===== src/rtl/mdu_ctrl.sv =====
`default_nettype none
// ============================================================================
//  Module   : mdu_ctrl
//  Purpose  : Sequencing controller for the HI/LO multiply/divide unit.
//             Decodes mult/multu/div/divu/mfhi/mflo/mthi/mtlo, launches the
//             shared multiplier or divider, tracks the operation in flight
//             with a latency down-counter, stalls decode only on a HI/LO
//             hazard, and issues HI/LO write enables and source selects when
//             the result is due.
//  Ports    : clk        - system clock, rising edge
//             resetn     - asynchronous active-low reset
//             valid      - instruction on op/func is live in decode
//             op, func   - opcode / R-type function fields
//             pc_ena     - 0 holds PC and decode (hazard stall)
//             start_mul  - one-cycle multiplier launch pulse
//             start_div  - one-cycle divider launch pulse
//             signed_op  - launched op is signed, valid with start_*
//             ena_hi/lo  - HI/LO write enables
//             hi_c/lo_c  - HI/LO source: 00 rs, 01 multiplier, 10 divider
//             busy       - an operation is in flight
//  Revision : 1.0 - initial release
// ============================================================================
module mdu_ctrl #(
    parameter int MUL_LAT = 4,
    parameter int DIV_LAT = 33
) (
    input  logic       clk,
    input  logic       resetn,
    input  logic       valid,
    input  logic [5:0] op,
    input  logic [5:0] func,
    output logic       pc_ena,
    output logic       start_mul,
    output logic       start_div,
    output logic       signed_op,
    output logic       ena_hi,
    output logic       ena_lo,
    output logic [1:0] hi_c,
    output logic [1:0] lo_c,
    output logic       busy
);

    localparam int MAX_LAT = (MUL_LAT > DIV_LAT) ? MUL_LAT : DIV_LAT;
    localparam int CNT_W   = $clog2(MAX_LAT + 1);

    localparam logic [CNT_W-1:0] c_MUL_CNT = CNT_W'(MUL_LAT - 1);
    localparam logic [CNT_W-1:0] c_DIV_CNT = CNT_W'(DIV_LAT - 1);
    localparam logic [CNT_W-1:0] c_ONE     = CNT_W'(1);

    localparam logic [1:0] c_SRC_RS  = 2'b00;
    localparam logic [1:0] c_SRC_MUL = 2'b01;
    localparam logic [1:0] c_SRC_DIV = 2'b10;

    typedef enum logic [1:0] {
        IDLE = 2'd0,
        MUL  = 2'd1,
        DIV  = 2'd2
    } state_t;

    state_t           state_q, state_d;
    logic [CNT_W-1:0] cnt_q, cnt_d;

    // Decode is suppressed while reset is held so that an instruction sitting
    // on the bus cannot launch anything before the unit is out of reset.
    logic w_valid;
    logic w_rtype;
    logic w_mult, w_multu, w_div, w_divu;
    logic w_mfhi, w_mflo, w_mthi, w_mtlo;
    logic w_is_md, w_is_hl;
    logic w_hazard;

    assign w_valid = valid & resetn;
    assign w_rtype = w_valid & (op == 6'b000000);

    assign w_mult  = w_rtype & (func == 6'b011000);
    assign w_multu = w_rtype & (func == 6'b011001);
    assign w_div   = w_rtype & (func == 6'b011010);
    assign w_divu  = w_rtype & (func == 6'b011011);
    assign w_mfhi  = w_rtype & (func == 6'b010000);
    assign w_mflo  = w_rtype & (func == 6'b010010);
    assign w_mthi  = w_rtype & (func == 6'b010001);
    assign w_mtlo  = w_rtype & (func == 6'b010011);

    assign w_is_md = w_mult | w_multu | w_div | w_divu;
    assign w_is_hl = w_mfhi | w_mflo | w_mthi | w_mtlo;

    // Any HI/LO instruction waits while an op is in flight, including the
    // completion cycle, so it is accepted only once HI/LO hold the new value.
    assign w_hazard = (w_is_md | w_is_hl) & (state_q != IDLE);

    always_ff @(posedge clk or negedge resetn) begin
        if (!resetn) begin
            state_q <= IDLE;
            cnt_q   <= '0;
        end else begin
            state_q <= state_d;
            cnt_q   <= cnt_d;
        end
    end

    always_comb begin
        state_d   = state_q;
        cnt_d     = cnt_q;
        pc_ena    = ~w_hazard;
        start_mul = 1'b0;
        start_div = 1'b0;
        signed_op = 1'b0;
        ena_hi    = 1'b0;
        ena_lo    = 1'b0;
        hi_c      = c_SRC_RS;
        lo_c      = c_SRC_RS;

        case (state_q)
            IDLE: begin
                if (w_mult | w_multu) begin
                    start_mul = 1'b1;
                    signed_op = w_mult;
                    state_d   = MUL;
                    cnt_d     = c_MUL_CNT;
                end else if (w_div | w_divu) begin
                    start_div = 1'b1;
                    signed_op = w_div;
                    state_d   = DIV;
                    cnt_d     = c_DIV_CNT;
                end
                if (w_mthi) begin
                    ena_hi = 1'b1;
                    hi_c   = c_SRC_RS;
                end
                if (w_mtlo) begin
                    ena_lo = 1'b1;
                    lo_c   = c_SRC_RS;
                end
            end
            MUL, DIV: begin
                if (cnt_q == '0) begin
                    ena_hi  = 1'b1;
                    ena_lo  = 1'b1;
                    hi_c    = (state_q == MUL) ? c_SRC_MUL : c_SRC_DIV;
                    lo_c    = (state_q == MUL) ? c_SRC_MUL : c_SRC_DIV;
                    state_d = IDLE;
                end else begin
                    cnt_d = cnt_q - c_ONE;
                end
            end
            default: begin
                state_d = IDLE;
                cnt_d   = '0;
            end
        endcase
    end

    assign busy = (state_q != IDLE);

endmodule
`default_nettype wire


===== config.mk =====
export PLATFORM = sky130hd
export DESIGN_NAME = mdu_ctrl
export DESIGN_NICKNAME = d
export VERILOG_FILES = /design/src/rtl/mdu_ctrl.sv
export SDC_FILE = /design/constraint.sdc
export NUM_CORES = 1
export LEC_CHECK = 0
export BUFFER_PORTS_ARGS = -buffer_cell sky130_fd_sc_hd__clkbuf_2
export CORE_MARGIN = 8
export CORE_UTILIZATION = 51
export DETAILED_ROUTE_END_ITERATION = 6
export GPL_TIMING_DRIVEN = 0
export PLACE_DENSITY = 0.83
export RECOVER_POWER = 25
export SYNTH_ARGS = -nofsm -noshare
export SYNTH_HDL_FRONTEND = slang
export SYNTH_SLANG_ARGS = --single-unit

===== constraint.sdc =====
create_clock -name clk -period 5.6 [get_ports clk]
set_input_delay 1.4 -clock clk [delete_from_list [all_inputs] [get_ports clk]]
set_output_delay 1.4 -clock clk [all_outputs]
set_load 0.01 [all_outputs]

==> reports/summary.md <==
Setup path
- Worst Path Max Fanout: 4
- data required time at the worst endpoint: 4200 ps
- sort of element at the end of the critical path: output port
- arrival time worst endpoint: 2980 ps
- cell depth of the worst flop-to-flop path: 8
- FF-to-FF setup slack: 3580 ps
- critical path class: input pin to output port
- r2r startpoint: state_q[0]
- Worst setup SP type: input pin
- R2R Path End: cnt_q[1]

Clock network
- clock root cell: clkbuf_4
- Post-CTS Hold Fix Bufs: 0
- clock slew at reported path FFs: 50 ps
- clock tree from TritonCTS: built
- maximum clock insertion buffer count: 2
- insertion delay to the later sink of the worst-skew pair: 260 ps
- count of H-tree levels built during CTS: 1
- CTS buffer count: 3
- CTS Sinks: 8
- post-cts gate resize count: 0
- count of buffers added by post-CTS timing repair for setup: 0

Logic synthesis
- proportion of register bits with asynchronous set or reset after synthesis: 100%
- post-synthesis net count: 105
- mean area per synthesized cell: 8.10 µm²
- FF+latch count, synth: 8
- sequential-to-total area share from yosys stat: 29.1%
- number of distinct library cells after synthesis: 32
- post-synthesis instance total: 85
- cells taking the most area after synthesis: dfrtp_1 29%, ha_1 9.1%, o31ai_1 6.5%, a21oi_1 5.1%, o21ai_0 4.4%
- number of enable-type register cells in the synthesized netlist: 0
- count of yosys warnings during synthesis: 0
- cell type with the largest total area after synthesis: dfrtp_1
- Mapped Area: 688 µm²
- leading register cell type out of synthesis: dfrtp_1
- share of the synthesized area in the top cell type: 29.1%

Run status
- result of the run: complete, no violations

Power
- pwr dens: 176 nW/µm²
- cell leakage power: 0.384 nW
- maximum vdd ir drop: 0.0975 mV

Floorplan
- starting density of the core: 53.6%
- die footprint: 2780 µm²
- Boundary Pins: 26
- number of rows in the core area: 13
- vertical die dimension: 52.7 µm
- die width: 52.7 µm
- core area: 1280 µm²

Global route
- largest net degree at the start of global routing: 10
- initial antenna violation count: 0
- met3 capacity usage during global routing: 5.11%
- first-pass GRT wire length: 3010 µm
- vias in the first global route: 724
- All-Layer GR Usage: 14.1%
- met1 capacity usage during global routing: 14.1%
- met2 routing resource usage after global routing: 26.3%
- GRT Residual Overflow: 0
- GR peak layer: met2

Timing
- worst setup skew after layout: 1.80 ps
- post-route setup TNS: 0 ps
- Slew Limit Headroom: 53.6%
- count of final hold-check violations: 0
- final number of max-transition violations: 0
- actual transition at the worst max-transition pin: 690 ps
- share of the cycle needed by the critical path after routing: 78.3%
- number of setup violations in the final report: 0
- post-layout minimum cycle time: 4380 ps
- unrepaired setup endpoints after global routing: false
- maximum frequency from static timing analysis: 228 MHz

Worst hold path
- Hold Path Origin: cnt_q[3]
- destination of the worst hold path: cnt_q[3]
- classification of the worst-slack hold path: flip-flop to flip-flop
- WHS Path Cells: 2

Placed design
- placed cells: 125
- estimated wirelength of the detail-placed design: 1480 µm
- number of buffers added on ports: 25
- global placement routability congestion: 0.873
- Post-DP Area: 832 µm²

Finish
- final instance area: 853 µm²
- layout overhead on the synthesized area: 24.0%
- non-filler instance count after layout: 128
- final core area utilization: 66.4%
- number of nets in the layout: 135
- fraction of final layout cells with drive strength greater than 1: 31.0%
- Diodes inserted: 0
- # fillers: 118

Route
- Post-Route WL: 1800 µm
- DRT iter0 DRCs: 20
- vias per inst: 5.74
- drt drc: 0
- Antenna Violating Nets Remaining: 0
- average wire per cell in the routed design: 14.0 µm
- Pre-antenna DRT Iters: 4
- vias: 735

Flow run
- maximum capacitance violations: 0

-- sequential cells by signal, summed over array words and instances, names as in the netlist --
name     cells
state_q      2
cnt_q        6
-- Yosys cell counts, drive strengths merged, types with 3 or more instances --
cell,number
o31ai,6
nand2b,3
nor4,3
buf,3
ha,5
nand3,3
o21ai,7
nor2,8
dfrtp,8
nand2,3
a21oi,7
inv,7
-- layout by cell type, fill, tap and decap left out, drive strengths merged, types with 3 or more instances in the layout --
| master | n |
|---|---|
| nand3 | 3 |
| nor2 | 8 |
| o31ai | 6 |
| clkbuf | 30 |
| nand2 | 3 |
| nor4 | 3 |
| inv | 7 |
| ha | 5 |
| nand2b | 3 |
| o21ai | 7 |
| buf | 3 |
| dfrtp | 8 |
| a21oi | 7 |
-- critical path, cell delays in order --
cell and delay [ps]:
clkbuf_2 80, or4b_4 550, or3_2 540, nor4_1 230, clkbuf_2 190
-- where the power goes --
group	switching, mW	internal [mW]
combinational	0.0147	0.0137
sequential	0.00940	0.0670
clock	0.0207	0.0246
total	0.0448	0.105
-- worst max path at each step --
stage | from | endpoint | slack, ps | depth (start not counted)
after global routing | resetn | ena_lo | 1070 | 6
after floorplan | op[4] | signed_op | 1380 | 3
after CTS | op[4] | ena_lo | 1230 | 6
after global placement | op[4] | ena_lo | 1250 | 6
after detailed placement | op[4] | ena_lo | 1220 | 6
final | op[4] | signed_op | 1220 | 5
-- layer usage --
layer,part of all wire (%),vias to the layer above
met1,41,349
li1,-,368
met3,4.7,4
met2,53,14
met5,0,-
met4,1.3,0
-- cells by family (layout without fill, tap and decap cells) --
group           Yosys count  in the layout  synth area share, %
simple gates             36             36                 31.1
fa+ha+maj                 5              5                 9.09
compound gates           24             24                 22.9
buf+inv                  12             40                 7.82
flops                     8              8                 29.1
-- layout make-up --
cell class | count | area [µm²] | share of cell area (%)
tap | 15 | 18.8 | 2.20
timing repair buffer | 25 | 124 | 14.5
buffer | 5 | 27.5 | 3.23
clock buffer | 3 | 22.5 | 2.64
sequential | 8 | 200 | 23.5
inverter | 7 | 26.3 | 3.08
multi-input combinational | 65 | 434 | 50.9
-- through the flow --
step                      hold slack, ps  power [mW]  worst slack, ps
final                                558       0.150             1220
after CTS                            555       0.150             1230
after global routing                 581       0.157             1070
after global placement               518       0.104             1250
after detailed placement             543       0.105             1220
after floorplan                      490      0.0930             1380
Power figures use the tool's default switching activity.
